File: src/rtl/fifo_burst_rd_ctrl_if.sv
// Bus bundle between the burst read scheduler, the FIFO read port and the downstream consumer.
// The master modport is the scheduler's view.
interface fifo_burst_rd_ctrl_if #(
   parameter int DATA_W  = 16,
   parameter int USEDW_W = 9
);
   logic               enable;
   logic [USEDW_W-1:0] fifo_rd_usedw;
   logic               fifo_rd_full;
   logic               fifo_rd_empty;
   logic [DATA_W-1:0]  fifo_rd_data;
   logic               fifo_rd_req;
   logic [DATA_W-1:0]  dout;
   logic               dout_valid;
   logic               burst_start;
   logic               burst_done;
   logic               busy;
   logic [15:0]        burst_cnt;

   modport master (
      input  enable, fifo_rd_usedw, fifo_rd_full, fifo_rd_empty, fifo_rd_data,
      output fifo_rd_req, dout, dout_valid, burst_start, burst_done, busy, burst_cnt
   );

   modport slave (
      output enable, fifo_rd_usedw, fifo_rd_full, fifo_rd_empty, fifo_rd_data,
      input  fifo_rd_req, dout, dout_valid, burst_start, burst_done, busy, burst_cnt
   );
endinterface

File: src/rtl/fifo_burst_rd_ctrl.sv
// Read-side burst scheduler: waits for a full burst in the FIFO, issues BURST_LEN reads,
// re-registers the returned words and then enforces an idle gap before the next burst.
module fifo_burst_rd_ctrl #(
   parameter int DATA_W    = 16,
   parameter int USEDW_W   = 9,
   parameter int BURST_LEN = 32,
   parameter int GAP_CYC   = 4
) (
   input  logic                 sys_clk,
   input  logic                 sys_rst_n,
   fifo_burst_rd_ctrl_if.master bus
);
   localparam logic [7:0] RD_LAST  = 8'(BURST_LEN - 1);
   localparam logic [7:0] GAP_LAST = 8'(GAP_CYC - 1);

   typedef enum logic [1:0] {
      ST_IDLE  = 2'd0,
      ST_READ  = 2'd1,
      ST_FLUSH = 2'd2,
      ST_GAP   = 2'd3
   } state_t;

   state_t            state_q, state_d;
   logic [7:0]        rd_cnt_q, rd_cnt_d;
   logic [7:0]        gap_cnt_q, gap_cnt_d;
   logic              flush_q, flush_d;
   logic              req_d1_q, req_d1_d;
   logic              last_d1_q, last_d1_d;
   logic [DATA_W-1:0] dout_q, dout_d;
   logic              dout_valid_q, dout_valid_d;
   logic              burst_start_q, burst_start_d;
   logic              burst_done_q, burst_done_d;
   logic              busy_q, busy_d;
   logic [15:0]       burst_cnt_q, burst_cnt_d;

   logic              req_s;
   logic              last_req_s;
   logic              start_ok_s;
   logic [31:0]       usedw_ext_s;

   // Full flag also qualifies because usedw wraps to zero when the FIFO is completely full.
   assign usedw_ext_s = 32'(bus.fifo_rd_usedw);
   assign start_ok_s  = bus.enable && !bus.fifo_rd_empty &&
                        ((usedw_ext_s >= 32'(BURST_LEN)) || bus.fifo_rd_full);

   // Next-state, request generation and output-pipeline logic.
   always_comb begin
      state_d       = state_q;
      rd_cnt_d      = rd_cnt_q;
      gap_cnt_d     = gap_cnt_q;
      flush_d       = flush_q;
      burst_start_d = 1'b0;
      req_s         = 1'b0;
      last_req_s    = 1'b0;

      case (state_q)
         ST_IDLE: begin
            if (start_ok_s) begin
               state_d       = ST_READ;
               rd_cnt_d      = 8'd0;
               burst_start_d = 1'b1;
            end else begin
               state_d = ST_IDLE;
            end
         end
         ST_READ: begin
            // Request straight from empty so the FIFO can never be read while empty.
            req_s = !bus.fifo_rd_empty;
            if (req_s) begin
               if (rd_cnt_q == RD_LAST) begin
                  last_req_s = 1'b1;
                  rd_cnt_d   = 8'd0;
                  flush_d    = 1'b0;
                  state_d    = ST_FLUSH;
               end else begin
                  rd_cnt_d = rd_cnt_q + 8'd1;
               end
            end else begin
               rd_cnt_d = rd_cnt_q;
            end
         end
         ST_FLUSH: begin
            if (flush_q) begin
               flush_d   = 1'b0;
               gap_cnt_d = 8'd0;
               state_d   = ST_GAP;
            end else begin
               flush_d = 1'b1;
            end
         end
         ST_GAP: begin
            if (gap_cnt_q == GAP_LAST) begin
               gap_cnt_d = 8'd0;
               state_d   = ST_IDLE;
            end else begin
               gap_cnt_d = gap_cnt_q + 8'd1;
            end
         end
         default: begin
            state_d   = ST_IDLE;
            rd_cnt_d  = 8'd0;
            gap_cnt_d = 8'd0;
            flush_d   = 1'b0;
         end
      endcase

      req_d1_d     = req_s;
      last_d1_d    = last_req_s;
      dout_valid_d = req_d1_q;
      burst_done_d = last_d1_q;
      busy_d       = (state_d != ST_IDLE);

      if (req_d1_q) begin
         dout_d = bus.fifo_rd_data;
      end else begin
         dout_d = dout_q;
      end

      if (last_d1_q) begin
         burst_cnt_d = burst_cnt_q + 16'd1;
      end else begin
         burst_cnt_d = burst_cnt_q;
      end
   end

   // State and output registers; reset aborts any burst and drops in-flight words.
   always_ff @(posedge sys_clk or negedge sys_rst_n) begin
      if (!sys_rst_n) begin
         state_q       <= ST_IDLE;
         rd_cnt_q      <= 8'd0;
         gap_cnt_q     <= 8'd0;
         flush_q       <= 1'b0;
         req_d1_q      <= 1'b0;
         last_d1_q     <= 1'b0;
         dout_q        <= '0;
         dout_valid_q  <= 1'b0;
         burst_start_q <= 1'b0;
         burst_done_q  <= 1'b0;
         busy_q        <= 1'b0;
         burst_cnt_q   <= 16'd0;
      end else begin
         state_q       <= state_d;
         rd_cnt_q      <= rd_cnt_d;
         gap_cnt_q     <= gap_cnt_d;
         flush_q       <= flush_d;
         req_d1_q      <= req_d1_d;
         last_d1_q     <= last_d1_d;
         dout_q        <= dout_d;
         dout_valid_q  <= dout_valid_d;
         burst_start_q <= burst_start_d;
         burst_done_q  <= burst_done_d;
         busy_q        <= busy_d;
         burst_cnt_q   <= burst_cnt_d;
      end
   end

   assign bus.fifo_rd_req = req_s;
   assign bus.dout        = dout_q;
   assign bus.dout_valid  = dout_valid_q;
   assign bus.burst_start = burst_start_q;
   assign bus.burst_done  = burst_done_q;
   assign bus.busy        = busy_q;
   assign bus.burst_cnt   = burst_cnt_q;
endmodule

File: src/flat_wrapper.sv
// flat-port wrapper written by rule: the top's interface ports become plain ports
module fifo_burst_rd_ctrl_flat 
#(
   parameter int DATA_W    = 16,
   parameter int USEDW_W   = 9,
   parameter int BURST_LEN = 32,
   parameter int GAP_CYC   = 4
)
  (sys_clk, sys_rst_n, bus_enable, bus_fifo_rd_usedw, bus_fifo_rd_full, bus_fifo_rd_empty, bus_fifo_rd_data, bus_fifo_rd_req, bus_dout, bus_dout_valid, bus_burst_start, bus_burst_done, bus_busy, bus_burst_cnt);
  fifo_burst_rd_ctrl_if #(.DATA_W(DATA_W), .USEDW_W(USEDW_W)) bus_i ();
  input  logic sys_clk;
  input  logic sys_rst_n;
  input wire logic [$bits(bus_i.enable)-1:0] bus_enable;
  input wire logic [$bits(bus_i.fifo_rd_usedw)-1:0] bus_fifo_rd_usedw;
  input wire logic [$bits(bus_i.fifo_rd_full)-1:0] bus_fifo_rd_full;
  input wire logic [$bits(bus_i.fifo_rd_empty)-1:0] bus_fifo_rd_empty;
  input wire logic [$bits(bus_i.fifo_rd_data)-1:0] bus_fifo_rd_data;
  output wire logic [$bits(bus_i.fifo_rd_req)-1:0] bus_fifo_rd_req;
  output wire logic [$bits(bus_i.dout)-1:0] bus_dout;
  output wire logic [$bits(bus_i.dout_valid)-1:0] bus_dout_valid;
  output wire logic [$bits(bus_i.burst_start)-1:0] bus_burst_start;
  output wire logic [$bits(bus_i.burst_done)-1:0] bus_burst_done;
  output wire logic [$bits(bus_i.busy)-1:0] bus_busy;
  output wire logic [$bits(bus_i.burst_cnt)-1:0] bus_burst_cnt;
  assign bus_i.enable = bus_enable;
  assign bus_i.fifo_rd_usedw = bus_fifo_rd_usedw;
  assign bus_i.fifo_rd_full = bus_fifo_rd_full;
  assign bus_i.fifo_rd_empty = bus_fifo_rd_empty;
  assign bus_i.fifo_rd_data = bus_fifo_rd_data;
  assign bus_fifo_rd_req = bus_i.fifo_rd_req;
  assign bus_dout = bus_i.dout;
  assign bus_dout_valid = bus_i.dout_valid;
  assign bus_burst_start = bus_i.burst_start;
  assign bus_burst_done = bus_i.burst_done;
  assign bus_busy = bus_i.busy;
  assign bus_burst_cnt = bus_i.burst_cnt;
  fifo_burst_rd_ctrl #(.DATA_W(DATA_W), .USEDW_W(USEDW_W), .BURST_LEN(BURST_LEN), .GAP_CYC(GAP_CYC)) u_core (.sys_clk(sys_clk), .sys_rst_n(sys_rst_n), .bus(bus_i));
endmodule
File: config.mk
export PLATFORM = sky130hd
export DESIGN_NAME = fifo_burst_rd_ctrl_flat
export DESIGN_NICKNAME = d
export VERILOG_FILES = /design/src/rtl/fifo_burst_rd_ctrl_if.sv /design/src/rtl/fifo_burst_rd_ctrl.sv /design/src/flat_wrapper.sv
export SDC_FILE = /design/constraint.sdc
export NUM_CORES = 1
export LEC_CHECK = 0
export BUFFER_PORTS_ARGS = -buffer_cell sky130_fd_sc_hd__buf_2
export CORE_MARGIN = 2
export CORE_UTILIZATION = 47
export CTS_BUF_LIST = sky130_fd_sc_hd__clkbuf_8
export DETAILED_ROUTE_END_ITERATION = 12
export PLACE_DENSITY = 0.75
export SLEW_MARGIN = 30
export SYNTH_ARGS = -nofsm -noshare
export SYNTH_HDL_FRONTEND = slang
export SYNTH_SLANG_ARGS = --single-unit
export TNS_END_PERCENT = 100
File: constraint.sdc
create_clock -name sys_clk -period 1.5 [get_ports sys_clk]
set_clock_uncertainty 0.2 [all_clocks]
set_input_delay 0.45 -clock sys_clk [delete_from_list [all_inputs] [get_ports sys_clk]]
set_output_delay 0.45 -clock sys_clk [all_outputs]
set_load 0.005 [all_outputs]
Yosys cells after proc, flatten, opt, wreduce, memory -nomap -nowiden
Cells that the tools add are included.
Cells by class
  reduce and logical (&&, ||, !) cells: 12
  add/subtract/negate cells: 3
  multiplexer cells: 23
  equal/unequal tests: 9
  magnitude comparators: 1
Operator list (number)
  8-bit 2-to-1 mux: 5
  8-bit one-hot mux with 2 select lines: 2
  16-bit by 1-bit adder with 16-bit output (second input constant): 1
  8-bit by 1-bit adder with 8-bit output (second input constant): 2
  1-bit 2-to-1 mux: 10
  9-bit by 6-bit greater-or-equal comparator with 1-bit output (second input constant): 1
  8-bit by 2-bit equality test with 1-bit output (second input constant): 1
  8-bit by 5-bit equality test with 1-bit output (second input constant): 1
  2-bit 2-to-1 mux: 4
  2-bit one-hot mux with 4 select lines: 1
  2-bit nonzero test: 4
  2-bit by 1-bit inequality test with 1-bit output (second input constant): 3
  3-bit AND reduction: 2
  2-bit equality test (second input constant): 2
  2-bit by 1-bit equality test with 1-bit output (second input constant): 1
  1-bit logical AND: 2
  2-bit zero test: 1
  2-bit inequality test (second input constant): 1
  1-bit one-hot mux with 2 select lines: 1
  2-bit AND reduction: 1
  1-bit zero test: 1
  1-bit logical OR: 1
Word-level totals
  output and inout bits: 37
  word-level logic and storage cells: 60
  bits in registers: 57

Logic depth before layout (Yosys ltp)
  depth in word-level cells: 6
  gate-level depth with buffers: 5
  depth with buffers taken out: 5

Worst setup path before layout
No wires, ideal clock.
  kind: input to register
  from: in bus_fifo_rd_usedw[5]
  to: reg u_core.rd_cnt_q[7]
  library setup time: 0.134 ns
  setup slack: -0.164 ns
  stages on the path: 4
  required time: 1.166 ns
  data arrival time: 1.330 ns
  cells stage by stage: or3_4 o221ai_4 nand2b_1 o311ai_1
Between the ends
  longest elaborated chain between the ends: 5
RTL lines
  start, declared: line flat_wrapper.sv:14  | input wire logic [$bits(bus_i.fifo_rd_usedw)-1:0] bus_fifo_rd_usedw;
  9-bit by 6-bit greater-or-equal comparator with 1-bit output: line fifo_burst_rd_ctrl.sv:44  | ((usedw_ext_s >= 32'(BURST_LEN)) || bus.fifo_rd_full);
  1-bit logical OR: line fifo_burst_rd_ctrl.sv:44
  1-bit logical AND: line fifo_burst_rd_ctrl.sv:43  | assign start_ok_s = bus.enable && !bus.fifo_rd_empty &&
  2-bit by 1-bit inequality test with 1-bit output (no source line)
  3-bit AND reduction (no source line)
  end signal, assigned: line fifo_burst_rd_ctrl.sv:143  | rd_cnt_q <= rd_cnt_d;
  end, declared: line fifo_burst_rd_ctrl.sv:24  | logic [7:0] rd_cnt_q, rd_cnt_d;
Every way passes these cells.
A chain may end at the register's enable or synchronous reset.

Worst setup path after layout
  from: reg u_core.state_q[1]
  to: out bus_fifo_rd_req
Between the ends
  longest elaborated chain between the ends: 2
RTL lines
  start, declared: line fifo_burst_rd_ctrl.sv:23  | state_t state_q, state_d;
  start signal, assigned: line fifo_burst_rd_ctrl.sv:142  | state_q <= state_d;
  2-bit by 1-bit equality test with 1-bit output: line fifo_burst_rd_ctrl.sv:56  | case (state_q)
  1-bit 2-to-1 mux: line fifo_burst_rd_ctrl.sv:56
  end, declared: line flat_wrapper.sv:18  | output wire logic [$bits(bus_i.fifo_rd_req)-1:0] bus_fifo_rd_req;
Every way passes these cells.

==> qor.txt <==
Share of synthesized flip-flops with an asynchronous set or reset: 100%
Placer congestion estimate: 0.749
Setup repair after global routing missed its margin: true
Element type at the critical path start: register
Average footprint of a synthesized cell: 12.1 um^2
Inserted Clock Buffers: 9
DRC viols: 0
Start point of the worst hold path: bus_fifo_rd_data[4]
Synthesis Warnings: 0
Worst slack, placed: -0.339 ns
TritonCTS clock tree: done
Final Instance Count excl. Fillers: 439
Sequential cell area: 0.00143 mm^2
Worst-skew pair later-pin latency: 0.34 ns
Final Max Tran Viols: 0
Number of core rows: 26
Via count of the first global-routing pass: 2232
Final routed wire length divided by cell count: 15.8 um
Leakage power figure: 2.01 nW
Part of the cycle the worst path needs: 122%
Element type at the critical path end: output port
Layout cells sized above 1: 62.1%
Highest fanout seen on the critical path: 2
Post-synthesis sequential area ratio: 55.5%
Crit Reg-Reg Startpoint: u_core.state_q[1]
Crit path kind: register to output port
Sinks on the clock net: 57
Endpoint of the worst hold path: u_core.bus.dout[4]
Half-perimeter wire length after detailed placement: 3800 um
Global-route wire length before repair: 10300 um
Final setup viols: 38
Vias after detailed routing: 2290
F_max: 546 MHz
Area occupied by multi-input gates: 0.00131 mm^2
Maximum clock path buffer count: 2
Pin count of the biggest net entering global routing: 58
Worst hold stages: 2
Layout net count: 397
Initial antenna violation count: 0
Max cap viols: 0
Violations in the final reports: negative setup slack
Count of buffers from port buffering: 61
Worst-margin pin slew: 0.343 ns
Number of fill cells: 306
Final setup margin: -0.331 ns
Total number of H-tree levels: 3
Dominant register cell in the synthesized netlist: sky130_fd_sc_hd__dfrtp_1
Clock root cell: sky130_fd_sc_hd__clkbuf_8
Number of distinct library cells after synthesis: 47
Instance area at placement: 0.00330 mm^2
Initial core utilization: 49.4%
Routed Antenna Nets: 0
Data arrival time of the critical path: 1.18 ns
Data required, critical path: 0.85 ns
Diodes inserted: 0
Number of I/O pins: 67
Final period demand of the worst path: 1.83 ns
Number of cells in the design after placement: 381
Outcome: finished with violations
Signed area change from the synthesized netlist to the final layout: 59.5%
P per Cell Area: 1520 mW/mm^2
Total wirelength of the detailed-routed design: 6920 um
Number of vias per cell after detailed routing: 5.22
Core footprint: 0.00520 mm^2
Cell area after synthesis: 0.00257 mm^2
Aggregate global-route resource usage: 22.1%
Number of violations reported at the end of detailed-routing iteration 0: 83
Die outline area: 0.00608 mm^2
Number of flops mapped to enable cells by yosys: 0
Cell depth of the worst flop-to-flop path: 7
Max rail drop VDD: 1.15 mV
Worst min-delay path class: input port to register
Cell count after synthesis: 212
GR Overflow Total: 0
Post-synthesis sequential element count: 57
Net count after synthesis: 245
Final instance area: 0.00410 mm^2
Worst slew margin relative to its limit: 77.0%
Clock transition time at the flip-flop clock pins of the worst setup and hold paths: 0.07 ns
Die width: 78.0 um
First-pass iteration count of the detailed router: 4
Hold violation total from the final report: 0
Die boundary height: 78.0 um
Register-to-register path setup slack: -0.28 ns
Worst flop-to-flop path endpoint: u_core.rd_cnt_q[7]
logic make-up (layout without fill, tap and decap cells):
| group | after synthesis | in the layout | synth area share [%] |
|---|---|---|---|
| buf+inv | 9 | 166 | 2.24 |
| mux | 19 | 19 | 8.22 |
| flops | 57 | 57 | 55.5 |
| fa+ha+maj | 3 | 3 | 1.46 |
| simple gates | 74 | 74 | 17.2 |
| compound gates | 33 | 33 | 9.59 |
| xor+xnor | 17 | 17 | 5.79 |
how the worst max path moves through the flow:
stage | startpoint | to | slack (ns) | depth (start not counted)
after floorplan | bus_fifo_rd_full | u_core.rd_cnt_q[7] | -0.15 | 4
after global placement | bus_fifo_rd_full | u_core.rd_cnt_q[5] | -0.32 | 6
after detailed placement | bus_fifo_rd_full | u_core.rd_cnt_q[5] | -0.34 | 6
after CTS | u_core.state_q[1] | bus_fifo_rd_req | -0.38 | 3
after global routing | u_core.state_q[1] | bus_fifo_rd_req | -0.39 | 3
final | u_core.state_q[1] | bus_fifo_rd_req | -0.33 | 3
layer usage:
metal,global-route usage (%),wire [um],vias up
li1,-,-,1080
met2,37.8,3630,74
met5,0,0,-
met4,9.65,158,0
met1,25.3,2740,1120
met3,7.09,395,16
through the flow:
stage | hold WS [ns] | total power, W | utilization (%) | TNS [ns]
after floorplan | -0.0456 | 0.00325 | - | -0.525
after global placement | 0.259 | 0.00403 | 63.4 | -3.03
after detailed placement | 0.265 | 0.00411 | 63.4 | -3.42
after CTS | 0.126 | 0.00586 | 73.5 | -2.68
after global routing | 0.117 | 0.00655 | 78.8 | -5.85
final | 0.142 | 0.00622 | 78.8 | -3.30
worst max-delay path, stage by stage (launching register included):
cell	delay, ns
sky130_fd_sc_hd__dfrtp_1	0.40
sky130_fd_sc_hd__buf_6	0.13
sky130_fd_sc_hd__nor3b_4	0.17
sky130_fd_sc_hd__buf_2	0.14
flip-flops by register name, indices dropped and copies added (netlist names), 2 cells and up:
name and count:
u_core.bus.burst_cnt 16, u_core.bus.dout 16, u_core.gap_cnt_q 8, u_core.rd_cnt_q 8, u_core.state_q 2
area by class of cell:
type / instances / share of cell area (%)
sequential: 57 / 34.9
clock buffer: 10 / 3.36
multi-input combinational: 146 / 31.9
inverter: 4 / 0.366
timing repair buffer: 146 / 25.9
clock inverter: 6 / 1.43
tap: 70 / 2.14
where the power goes:
group	switching, W	total, W	internal (W)	leakage, nW
clock	0.000614	0.00141	0.000799	0.0995
combinational	0.00114	0.00260	0.00146	1.17
sequential	0.000262	0.00220	0.00194	0.735
total	0.00201	0.00622	0.00420	2.01
cell usage after synthesis (5+ instances only):
cell type                 number  share of area [%]
sky130_fd_sc_hd__dfrtp_1      57                 55
sky130_fd_sc_hd__nand4_1      11                2.7
sky130_fd_sc_hd__mux2_2       17                7.4
sky130_fd_sc_hd__nand3_1      12                2.3
sky130_fd_sc_hd__xor2_1        5                1.7
sky130_fd_sc_hd__o21ai_1       5               0.97
sky130_fd_sc_hd__xnor2_1      12                4.1
sky130_fd_sc_hd__a21oi_1       5               0.97
sky130_fd_sc_hd__nor2_1        8                1.2
sky130_fd_sc_hd__nand2_1      19                2.8
sky130_fd_sc_hd__o21ai_0       7                1.4
cell usage in the layout, fill, tap and decap left out, types with 3 or more instances in the layout:
cell type and n:
sky130_fd_sc_hd__clkbuf_8 10, sky130_fd_sc_hd__xor2_1 5, sky130_fd_sc_hd__buf_4 68, sky130_fd_sc_hd__a21oi_2 4, sky130_fd_sc_hd__nand4_1 11, sky130_fd_sc_hd__dfrtp_2 3, sky130_fd_sc_hd__nand2_2 3, sky130_fd_sc_hd__nand3_4 3
sky130_fd_sc_hd__xnor2_1 11, sky130_fd_sc_hd__nand3_2 4, sky130_fd_sc_hd__dfrtp_1 54, sky130_fd_sc_hd__o21ai_2 3, sky130_fd_sc_hd__inv_1 3, sky130_fd_sc_hd__nand3_1 5, sky130_fd_sc_hd__nand2_1 16, sky130_fd_sc_hd__nor2_2 3
sky130_fd_sc_hd__mux2_2 17, sky130_fd_sc_hd__o21ai_1 8, sky130_fd_sc_hd__buf_2 56, sky130_fd_sc_hd__nor2_1 4, sky130_fd_sc_hd__buf_6 18, sky130_fd_sc_hd__buf_12 3
timing repair:
item                                    in CTS  in global routing
resized for setup                           29                 39
endpoints found under the setup margin      44                 66
buffers inserted                            28                 17
pin swaps                                    7                 27
hold endpoints to repair                    57                  0
hold buffers                                 1                  0
Note: power is estimated with default switching activity, not from simulation.
